## src/rtl/phy_rx_serial_paralelo.sv

```systemverilog
// PHY receive serial-to-parallel: comma-based byte alignment at clk_8f,
// rebuilt bytes with a valid flag; idle commas are dropped.
module phy_rx_serial_paralelo #(
  parameter logic [7:0]  COMMA      = 8'hBC,
  parameter int unsigned SYNC_COUNT = 4
) (
  input  logic       clk_8f,
  input  logic       reset,
  input  logic       data_in,
  output logic [7:0] data_out,
  output logic       valid_out,
  output logic       active
);

  typedef enum logic [1:0] {
    SEARCH,
    ALIGN,
    ACTIVE
  } state_t;

  localparam logic [3:0] SYNC_N = SYNC_COUNT[3:0];

  state_t     state_q, state_d;
  logic [6:0] sr_q, sr_d;
  logic [2:0] bit_cnt_q, bit_cnt_d;
  logic [3:0] bc_cnt_q, bc_cnt_d;
  logic [7:0] data_q, data_d;
  logic       valid_q, valid_d;
  logic       active_q, active_d;

  logic [7:0] nb;
  logic       is_comma;
  logic       boundary;
  logic [3:0] bc_inc;

  // Only the low 7 bits of history are ever needed to form nb.
  assign nb       = {sr_q, data_in};
  assign is_comma = (nb == COMMA);
  assign boundary = (bit_cnt_q == 3'd7);
  assign bc_inc   = bc_cnt_q + 4'd1;

  always_comb begin
    state_d   = state_q;
    sr_d      = nb[6:0];
    bit_cnt_d = bit_cnt_q;
    bc_cnt_d  = bc_cnt_q;
    data_d    = data_q;
    valid_d   = valid_q;
    active_d  = active_q;

    unique case (state_q)
      SEARCH: begin
        valid_d = 1'b0;
        if (is_comma) begin
          bit_cnt_d = 3'd0;
          bc_cnt_d  = 4'd1;
          if (SYNC_N == 4'd1) begin
            state_d  = ACTIVE;
            active_d = 1'b1;
          end else begin
            state_d = ALIGN;
          end
        end
      end

      ALIGN: begin
        valid_d   = 1'b0;
        bit_cnt_d = bit_cnt_q + 3'd1;
        if (boundary) begin
          if (is_comma) begin
            bc_cnt_d = bc_inc;
            if (bc_inc == SYNC_N) begin
              state_d  = ACTIVE;
              active_d = 1'b1;
            end
          end else begin
            state_d   = SEARCH;
            bc_cnt_d  = 4'd0;
            bit_cnt_d = 3'd0;
          end
        end
      end

      ACTIVE: begin
        bit_cnt_d = bit_cnt_q + 3'd1;
        if (boundary) begin
          if (is_comma) begin
            valid_d = 1'b0;
          end else begin
            data_d  = nb;
            valid_d = 1'b1;
          end
        end
      end

      default: begin
        state_d = SEARCH;
      end
    endcase
  end

  always_ff @(posedge clk_8f or negedge reset) begin
    if (!reset) begin
      state_q   <= SEARCH;
      sr_q      <= '0;
      bit_cnt_q <= '0;
      bc_cnt_q  <= '0;
      data_q    <= 8'h00;
      valid_q   <= 1'b0;
      active_q  <= 1'b0;
    end else begin
      state_q   <= state_d;
      sr_q      <= sr_d;
      bit_cnt_q <= bit_cnt_d;
      bc_cnt_q  <= bc_cnt_d;
      data_q    <= data_d;
      valid_q   <= valid_d;
      active_q  <= active_d;
    end
  end

  assign data_out  = data_q;
  assign valid_out = valid_q;
  assign active    = active_q;

endmodule

```

## config.mk

```make
export PLATFORM = sky130hd
export DESIGN_NAME = phy_rx_serial_paralelo
export DESIGN_NICKNAME = d
export VERILOG_FILES = /design/src/rtl/phy_rx_serial_paralelo.sv
export SDC_FILE = /design/constraint.sdc
export NUM_CORES = 1
export LEC_CHECK = 0
export BUFFER_PORTS_ARGS = -buffer_cell sky130_fd_sc_hd__buf_2
export CAP_MARGIN = 20
export CORE_MARGIN = 4
export CORE_UTILIZATION = 40
export CTS_BUF_LIST = sky130_fd_sc_hd__clkbuf_4 sky130_fd_sc_hd__clkbuf_8
export DETAILED_ROUTE_END_ITERATION = 16
export PLACE_DENSITY_LB_ADDON = 0.1
export SLEW_MARGIN = 25
export SYNTH_ARGS = -nofsm -noshare
export SYNTH_HDL_FRONTEND = slang
export SYNTH_SLANG_ARGS = --single-unit
```

## constraint.sdc

```tcl
create_clock -name clk_8f -period 2 [get_ports clk_8f]
set_input_delay 0.6 -clock clk_8f [delete_from_list [all_inputs] [get_ports clk_8f]]
set_output_delay 0.6 -clock clk_8f [all_outputs]
set_load 0.03 [all_outputs]
```

==> results.yml <==
status:
  status: "completed"
floorplan:
  num_rows: 20
  core_area_sq_mm: 0.00308
  die_area_sq_mm: 0.00422
  die_height_um: 65.0
  io_pins: 13
  die_w_um: 65.0
  start_util_pct: 42.2
clock_network:
  htreeDepth: 1
  insertion_delay_ns: 0.32
  cts_sinks: 26
  clk_pin_slew_ns: 0.14
  post_cts_resize_count: 0
  ctsLongestPathBuffers: 2
  cts_tree: "yes"
  hold_buffers: 0
  numCtsBuffers: 3
  clock-root-buffer: "clkbuf_4"
  post-cts-setup-buffers: 0
critical_path:
  cp_cell_sequence: "ha_1, ha_1, nand2_1, nor2_4, mux2_4"
  critical_path_peak_fanout: 8
  path_common_cell: "ha_1"
  reg2reg_depth: 5
  rrSetupSlack_ns: 0.22
  worstSetupStartpoint: "bit_cnt_q[0]"
  critPathRequiredTime_ns: 2.22
  start_kind: "register"
  critPathKind: "reg2reg"
  crit_slowest_cell: "dfrtp_1"
  r2r-start: "bit_cnt_q[0]"
  cp-end-kind: "register"
  worstPathArrival_ns: 2.00
  max_stage_delay_ns: 0.40
  r2r_end: "data_out[0]"
synth:
  synth_area_sq_mm: 0.00130
  syn_nets: 116
  yosysWarnings: 0
  synth_xor_area_share_pct: 0
  yosys.area_share.simple_pct: 12.9
  synthCells: 105
  synth.area.top_cells: "dfrtp_1 50%, mux2_4 8.1%, ha_1 7.7%"
  synth_edf_count: 0
  post_synth_fa_ha_maj_area_fraction_pct: 7.71
  ys_ff_latch: 26
  synth-seq-area-share_pct: 50.1
  synth.largest_area_cell: "dfrtp_1"
  synth_top_area_share_pct: 50.1
  async_flop_share_pct: 100
  muxShareOfSynthArea_pct: 8.09
  synth_cell_type_count: 38
  synth_top_family_by_area: "compound AO/OA/AOI/OAI gates"
  synth-compound-area-share_pct: 18.2
  ys_dominant_reg_cell: "dfrtp_1"
  avgSynthCellArea_sq_um: 12.4
power_and_ir_drop:
  power_density_mw_per_mm2: 673
  power.internal_uw: 765
  p_leak_uw: 0.000668
  p_seq_share_pct: 55.5
  combPwrFrac_pct: 7.8
  switchingPower_uw: 223
  clockPowerShare_pct: 36.6
  p_sw_share_pct: 22.5
  ir_worst_vdd_mv: 0.465
min_path:
  min_path_type: "in2async"
timing:
  setup-tns-final_ns: 0
  timing.slew.headroom_pct: 62.6
  fin_crit_sh_pct: 89.0
  rsz0062_at_grt: "no"
  finalClockSkew_ns: 0.00190
  slew_violations: 0
  fmax_ghz: 0.562
  worst_pin_slew_ns: 0.560
  min_period_ns: 1.78
  timing.hold.ws_ns: 0.246
  hold_violations: 0
  setup_viol: 0
cells_and_area:
  final_area_sq_mm: 0.00147
  nNetsFinal: 133
  final_cell_mix: "26 x dfrtp_1, 12 x buf_2, 9 x inv_1"
  synthToLayoutAreaGrowth_pct: 13.1
  n_fill_cell: 296
  antenna_cells: 0
  drive_gt1_share_pct: 27.3
  final_util_pct: 47.7
  final_common_cell: "dfrtp_1"
global_routing:
  antenna_found_initial: 0
  grt.overflow.total: 0
  grt_use_total_pct: 12.6
  grt_pass1_vias: 907
  grt_pass1_wl_mm: 4.20
  grt_max_degree: 27
place:
  gp_congestion: 0.804
  port_buffers: 12
  hpwl_mm: 1.79
  placed_area_sq_mm: 0.00142
detailed_routing:
  vias: 880
  drt_pass1_iterations: 4
  wl_met3_um: 63
  ant_nets: 0
  routedWlPerCell_um: 14.8
  top_layer: "met4"
  met2_wirelength_mm: 1.12
  first_iter_violations: 27
  drt_wl_total_mm: 2.44
  drc: 0
  via_per_inst: 5.33
  drt-met1-wl_mm: 1.24
run:
  maxCapViolCount: 0
-- how the worst max path moves through the flow --
stage,to,slack (ns),cells after the start
5_1_grt,data_out[4],0.12,5
3_5_place_dp,bit_cnt_q[2],0.18,5
4_1_cts,data_out[4],0.22,5
2_1_floorplan,data_out[0],0.42,4
6_report,data_out[0],0.22,5
3_3_place_gp,data_out[7],0.24,5
-- power by group through the flow --
stage	Combinational (uW)	Sequential, uW	Clock (uW)
6_report	77.5	548	362
5_1_grt	86.6	552	396
4_1_cts	78.3	548	369
3_5_place_dp	77.9	558	0
3_3_place_gp	75.3	558	0
2_1_floorplan	46.9	557	0
-- worst max-delay path, delay by kind of cell (launching register included) --
| kind | cells | cell delay (ns) |
|---|---|---|
| simple gates | 2 | 0.50 |
| mux | 1 | 0.33 |
| flops | 1 | 0.40 |
| fa+ha+maj | 2 | 0.45 |
-- per-stage QoR --
stage,worst slack [ns],cells,total power [uW]
2_1_floorplan,0.420,105,604
3_3_place_gp,0.238,161,633
3_5_place_dp,0.181,161,636
4_1_cts,0.217,165,996
5_1_grt,0.116,165,1030
6_report,0.221,165,988
-- metal layers --
metal,vias to the layer above,GRT usage (%)
met5,-,0
met4,0,3.69
met3,2,2.60
met2,9,20.1
met1,442,17.2
li1,427,-
-- state kept, by name (all words and copies together) (netlist names) --
signal	cells
data_out	8
sr_q	7
bc_cnt_q	4
bit_cnt_q	3
state_q	2
active	1
valid_out	1
-- Yosys cell counts (4+ instances only) --
library cell and instances:
o21ai_0 7, inv_1 9, a21oi_1 4, dfrtp_1 26, ha_1 8, mux2_4 7
-- final cells by class --
type                            count  area, sq um  area share [%]
Sequential cell                    26          651            44.3
Clock inverter                      1         30.0            2.04
Timing Repair Buffer               13         67.6            4.60
Tap cell                           44         55.1            3.75
Multi-Input combinational cell     69          609            41.5
Clock buffer                        3         22.5            1.53
Inverter                            9         33.8            2.30
-- cells by family (layout without fill, tap and decap cells) --
group           Yosys count  in the layout
simple gates             20             20
mux                       7              7
compound gates           34             34
flops                    26             26
fa+ha+maj                 8              8
buf+inv                  10             26
No activity file was read; power rests on OpenSTA's default activity.
